**src/rtl/if_id_stall_ctrl_pkg.sv**
```systemverilog
// pipe_pkg: shared constants for the fetch/decode pipeline registers.
package pipe_pkg;
    localparam logic [31:0] NOP_INST = 32'h0;
    localparam int CTRL_W_DEF = 9;
    localparam logic [31:0] RESET_PC_DEF = 32'h0000_0000;
    localparam logic [CTRL_W_DEF-1:0] BUBBLE_CTRL = {CTRL_W_DEF{1'b0}};
endpackage

```
**src/rtl/if_id_stall_ctrl_sat_counter.sv**
```systemverilog
// sat_counter: up-counter that sticks at all-ones; synchronous active-low reset.
module sat_counter #(
    parameter int W = 16
) (
    input  logic         clk,
    input  logic         rst,
    input  logic         inc,
    output logic [W-1:0] cnt
);
    always_ff @(posedge clk) begin
        if (!rst) cnt <= '0;
        else if (inc && cnt != '1) cnt <= cnt + 1'b1;
    end
endmodule

```
**src/rtl/if_id_stall_ctrl.sv**
```systemverilog
// if_id_stall_ctrl: PC, IF/ID and bubble-injecting ID/EX control registers
// driven by the load-use hazard signals and the ID-stage branch flush.
module if_id_stall_ctrl
    import pipe_pkg::*;
#(
    parameter logic [31:0] RESET_PC = RESET_PC_DEF,
    parameter int CTRL_W = CTRL_W_DEF,
    parameter int CNT_W = 16
) (
    input  logic              clk,
    input  logic              rst,
    input  logic              pc__load,
    input  logic              IFID__Ld,
    input  logic              hazard,
    input  logic              branch__taken,
    input  logic [31:0]       branch__target,
    input  logic [31:0]       inst__in,
    input  logic [CTRL_W-1:0] id__ctrl,
    output logic [31:0]       pc,
    output logic [31:0]       IFID__inst,
    output logic [31:0]       IFID__pc4,
    output logic              IFID__valid,
    output logic [CTRL_W-1:0] IDEX__ctrl,
    output logic [CNT_W-1:0]  stall__cnt,
    output logic [CNT_W-1:0]  flush__cnt,
    output logic              ctrl__err
);
    always_ff @(posedge clk) begin
        if (!rst) begin
            pc          <= RESET_PC;
            IFID__inst  <= NOP_INST;
            IFID__pc4   <= '0;
            IFID__valid <= 1'b0;
            IDEX__ctrl  <= '0;
            ctrl__err   <= 1'b0;
        end else begin
            pc <= branch__taken ? branch__target : pc__load ? pc + 32'd4 : pc;
            // Flush kills only the fetch behind the branch; the branch itself still reaches ID/EX.
            if (branch__taken) begin
                IFID__inst  <= NOP_INST;
                IFID__pc4   <= '0;
                IFID__valid <= 1'b0;
            end else if (IFID__Ld) begin
                IFID__inst  <= inst__in;
                IFID__pc4   <= pc + 32'd4;
                IFID__valid <= 1'b1;
            end
            IDEX__ctrl <= (hazard && IFID__valid) ? id__ctrl : '0;
            ctrl__err  <= ctrl__err | (pc__load ^ IFID__Ld);
        end
    end

    sat_counter #(.W(CNT_W)) u_stall_cnt (.clk(clk), .rst(rst), .inc(!hazard), .cnt(stall__cnt));
    sat_counter #(.W(CNT_W)) u_flush_cnt (.clk(clk), .rst(rst), .inc(branch__taken), .cnt(flush__cnt));
endmodule

```
**config.mk**
```make
export PLATFORM = sky130hd
export DESIGN_NAME = if_id_stall_ctrl
export DESIGN_NICKNAME = d
export VERILOG_FILES = /design/src/rtl/if_id_stall_ctrl_pkg.sv /design/src/rtl/if_id_stall_ctrl_sat_counter.sv /design/src/rtl/if_id_stall_ctrl.sv
export SDC_FILE = /design/constraint.sdc
export NUM_CORES = 1
export LEC_CHECK = 0
export CORE_AREA = 2 2 156 158
export DETAILED_ROUTE_END_ITERATION = 6
export DIE_AREA = 0 0 158 160
export GPL_ROUTABILITY_DRIVEN = 0
export PLACE_DENSITY = 0.6
export SLEW_MARGIN = 0
export SYNTH_ARGS = -nofsm -noshare
export SYNTH_HDL_FRONTEND = slang
export SYNTH_SLANG_ARGS = --single-unit
```
**constraint.sdc**
```tcl
create_clock -name clk -period 2.4 [get_ports clk]
set_input_delay 0.72 -clock clk [delete_from_list [all_inputs] [get_ports clk]]
set_output_delay 0.72 -clock clk [all_outputs]
set_load 0.01 [all_outputs]
```
## Yosys cells after proc, flatten, opt, wreduce, memory -nomap -nowiden

Cells that the tools add are included.

| word-level totals | value |
|---|---|
| register bits after elaboration | 139 |
| word-level logic and storage cells | 25 |

| operators by class | value |
|---|---|
| bitwise gates (word level) | 3 |
| $add $sub $neg | 3 |
| eq/ne operators | 2 |
| muxes and demuxes | 2 |
| reductions and logical operators | 7 |

Operators by type and width:

| operator | count |
|---|---|
| $mux 32 | 2 |
| $add 16x1->16 const B | 2 |
| $add 32x3->32 const B | 1 |
| $ne 16x16->1 const B | 2 |
| $logic_and 1x1->1 | 3 |
| $reduce_and 2->1 | 1 |
| $reduce_bool 2->1 | 1 |
| $reduce_or 2->1 | 1 |
| $logic_not 1->1 | 1 |
| $not 1->1 | 1 |
| $or 1x1->1 | 1 |
| $xor 1x1->1 | 1 |

## Logic depth before layout (Yosys ltp)

| logic depth | value |
|---|---|
| depth in word-level cells | 3 |
| mapped depth | 6 |

## Hierarchy

A second synthesis with hierarchy kept.

| second synthesis, totals | value |
|---|---|
| cells, all modules | 743 |
| area, all modules | 6497.5 um2 |

Modules (own cells, without submodules):

| module | area an instance (um2) | cells each | times used |
|---|---|---|---|
| if_id_stall_ctrl | 4823.4 | 549 | 1 |
| sat_counter | 837.1 | 97 | 2 |

## Worst setup path after synthesis

Ideal clock, no wire load.

| path | value |
|---|---|
| kind | flip-flop to flip-flop |
| start | register pc[2] |
| end | register IFID__pc4[24] |
| stages on the path, launching flop included | 7 |
| data arrival time | 1.974 ns |
| buffers on the path | 1 |
| library setup time | 0.074 ns |
| period minus slack after synthesis | 2.048 ns |
| path slack | 0.352 ns |
| required time | 2.326 ns |
| path through | dfxtp_1 -> ha_1 -> nand3_1 -> or3_1 -> clkbuf_1 -> or4_1 -> a31oi_1 |

| between the ends | value |
|---|---|
| longest elaborated chain between the ends | 1 |

Ends and longest elaborated chain:

| item | line | RTL |
|---|---|---|
| from (decl) | if_id_stall_ctrl.sv:19 | `output logic [31:0] pc,` |
| from (signal assigned) | if_id_stall_ctrl.sv:37 | `pc <= branch__taken ? branch__target : pc__load ? pc + 32'd4 : pc;` |
| $add 32x3->32 | if_id_stall_ctrl.sv:45 | `IFID__pc4 <= pc + 32'd4;` |
| to (signal assigned) | if_id_stall_ctrl.sv:45 |  |
| to (decl) | if_id_stall_ctrl.sv:21 | `output logic [31:0] IFID__pc4,` |

No other way between the ends.
A chain may end at the register's enable or synchronous reset.

## Final worst setup path

| path | value |
|---|---|
| start | register pc[24] |
| end | output pc[24] |

No word-level cell between the ends.

==> results.json <==
{
  "drc": 0,
  "postSynthNetCount": 845,
  "diodes": 0,
  "critPathTopFamily": "buffers and inverters",
  "io_pins": 218,
  "crit_slowest_cell": "clkdlybuf4s50_1",
  "yosysTopAreaCell": "dfxtp_1",
  "dieArea_mm2": 0.0253,
  "end_kind": "output port",
  "drt-initial-drc-count": 288,
  "start_util_pct": 27.5,
  "fin_skew_ns": 0.0154,
  "die_h_um": 160,
  "synthArstFlopShare_pct": 0,
  "cts_tree": "done",
  "grt_pass1_wl_mm": 33.4,
  "internal-power_mw": 4.27,
  "synthTopCellsByArea": "dfxtp_1 42%, mux2i_1 8.9%, o21ai_0 4.2%",
  "drive_gt1_share_pct": 9.69,
  "cts_buffer_depth": 2,
  "layout_commonest_cell": "clkdlybuf4s50_1",
  "slew_violations": 0,
  "status": "finished clean",
  "fillers": 2420,
  "htree_levels": 4,
  "cp-start-kind": "flop",
  "slew_headroom_pct": 58.7,
  "areaGrowthSynthToFinish_pct": 51.3,
  "worst-path-buf-inv": 1,
  "yosys_most_used_dff": "dfxtp_1",
  "antenna_found_initial": 1,
  "grt_pass1_vias": 6280,
  "cts_buffers": 17,
  "swShare_pct": 27.0,
  "dieWidth_um": 158,
  "cp.arrival_ns": 1.61,
  "finalCritPeriodShare_pct": 97.2,
  "max_freq_mhz": 429,
  "worstSetupPathType": "flop to output port",
  "final_hold_viol_count": 0,
  "finalWorstSetupSlack_ns": 0.0675,
  "cts_sinks": 139,
  "grt_max_degree": 50,
  "ys_seq_area_share_pct": 42.5,
  "core-area_mm2": 0.0238,
  "port_buffers": 217,
  "p_leak_nw": 3.46,
  "critPathRequiredTime_ns": 1.68,
  "num_vias": 6535,
  "layout_min_cycle_time_ns": 2.33,
  "track_usage_pct": 16.8,
  "syn-mean-instance-area_um2": 8.59,
  "place_ws_ns": -0.0360,
  "synth_cells": 763,
  "overflow": 0,
  "crit_path_max_fanout": 9,
  "yosysWarnings": 0,
  "wl_per_cell_um": 16.3,
  "rsz0062_at_grt": "no",
  "holdWs_ns": 0.483,
  "hold_path_class": "flop to flop",
  "drv_cap": 0,
  "irDropWorstVdd_mv": 0.371,
  "synth_edf_count": 0,
  "cp_slowest_stage_delay_ns": 0.63,
  "synth_cell_types": 48,
  "cts_root_buffer": "clkbuf_16",
  "syn_area_mm2": 0.00655,
  "synth-seq-cells": 139,
  "hpwlAfterDp_mm": 15.8,
  "avgViaCountPerCell": 4.93,
  "clkTransAtPathRegs_ns": 0.06,
  "worstMarginPinSlew_ns": 0.614,
  "drt_pass1_iterations": 5,
  "p_clk_share_pct": 44.7,
  "ant_nets": 0,
  "setup_viol": 0,
  "seqPwrFrac_pct": 42.5,
  "mostFrequentLayoutCells": "215 x clkdlybuf4s50_1, 138 x dfxtp_1, 66 x nor2_1",
  "clk_latency_ns": 0.43,
  "powerDensity_mw_per_mm2": 590,
  "rows": 57,
  "netSwitchingPower_mw": 1.58,
  "nets": 1070,
  "combPwrFrac_pct": 12.8,
  "synth_top_area_share_pct": 42.5,
  "drt-total-wl_mm": 21.6,
  "cp_cell_sequence": "clkdlybuf4s50_1"
}
-- kinds of logic after synthesis --
kind of cell | after synthesis | synth area share [%]
XOR/XNOR | 25 | 3.34
multiplexers | 58 | 8.86
AO/OA/AOI/OAI | 168 | 15.8
flip-flops | 139 | 42.5
adder cells (fa/ha/maj) | 3 | 0.573
AND/OR/NAND/NOR | 301 | 24.9
buffers and inverters | 69 | 4.14
-- stage by stage --
| stage | utilization [%] | cells | area [µm²] | TNS [ns] | power, mW |
|---|---|---|---|---|---|
| floorplan | - | 763 | 6550 | 0 | 2.84 |
| global placement | 39.2 | 1293 | 9340 | -0.0246 | 3.28 |
| detailed placement | 39.2 | 1293 | 9340 | -0.0501 | 3.29 |
| CTS | 41.6 | 1325 | 9910 | 0 | 5.93 |
| global route | 41.6 | 1325 | 9910 | 0 | 6.10 |
| finish | 41.6 | 1325 | 9910 | 0 | 5.85 |
-- layout make-up --
class	count	area (µm²)	share of cell area, %
Sequential cell	139	2780	28.1
Inverter	8	30.0	0.303
Multi-Input combinational cell	555	3500	35.3
Clock inverter	15	153	1.54
Clock buffer	17	425	4.29
Tap cell	324	405	4.09
Timing Repair Buffer	267	2620	26.4
-- cells in the mapped netlist, types with 3 or more instances --
cell type / n
xnor2_1: 18
and3_1: 11
ha_1: 3
and4_1: 13
or3_1: 14
mux2i_1: 58
nor2_1: 66
nand2b_1: 15
or4_1: 22
o21ai_0: 55
nand2_1: 53
and2_1: 12
nor4_1: 10
nor3b_1: 4
a311oi_1: 8
a31oi_1: 16
a21oi_1: 42
buf_1: 9
inv_1: 7
o41ai_1: 5
buf_2: 4
o31ai_1: 14
xor2_1: 7
nor2b_1: 4
dfxtp_1: 139
nand3_1: 26
a211oi_1: 16
clkbuf_1: 47
nand4_1: 20
nor3_1: 21
-- power groups by stage --
| stage | registers [mW] | logic [mW] | clock network, mW |
|---|---|---|---|
| final | 2.49 | 0.747 | 2.61 |
| after global routing | 2.50 | 0.810 | 2.79 |
| after CTS | 2.49 | 0.754 | 2.69 |
| after detailed placement | 2.54 | 0.751 | 0 |
| after global placement | 2.53 | 0.747 | 0 |
| after floorplan | 2.55 | 0.287 | 0 |
-- worst paths after layout --
kind         slack (ns)           end         start  cells past startpoint
max                0.07        pc[24]        pc[24]                      1
min                0.48  IFID__pc4[6]  IFID__pc4[6]                      2
max reg2reg        0.31        pc[29]         pc[3]                      4
min reg2reg        0.48  IFID__pc4[6]  IFID__pc4[6]                      2
-- sequential cells by signal, summed over array words and instances, names as in the netlist --
signal,flops
ctrl__err,1
IFID__pc4,32
IDEX__ctrl,9
IFID__valid,1
u_flush_cnt.cnt,16
IFID__inst,32
pc,32
u_stall_cnt.cnt,16
-- layer usage --
metal	up-vias	wire [µm]	track usage, %
met5	-	0	0
met4	0	504	5.86
met3	24	1600	5.51
met2	205	9780	26.8
met1	3038	9700	21.4
li1	3268	-	-
-- repair_timing --
action / in CTS / in global routing
resized for setup: 0 / 1
hold buffers: 0 / 0
setup endpoints to repair: 0 / 1
buffers inserted: 0 / 0
Power figures use the tool's default switching activity.
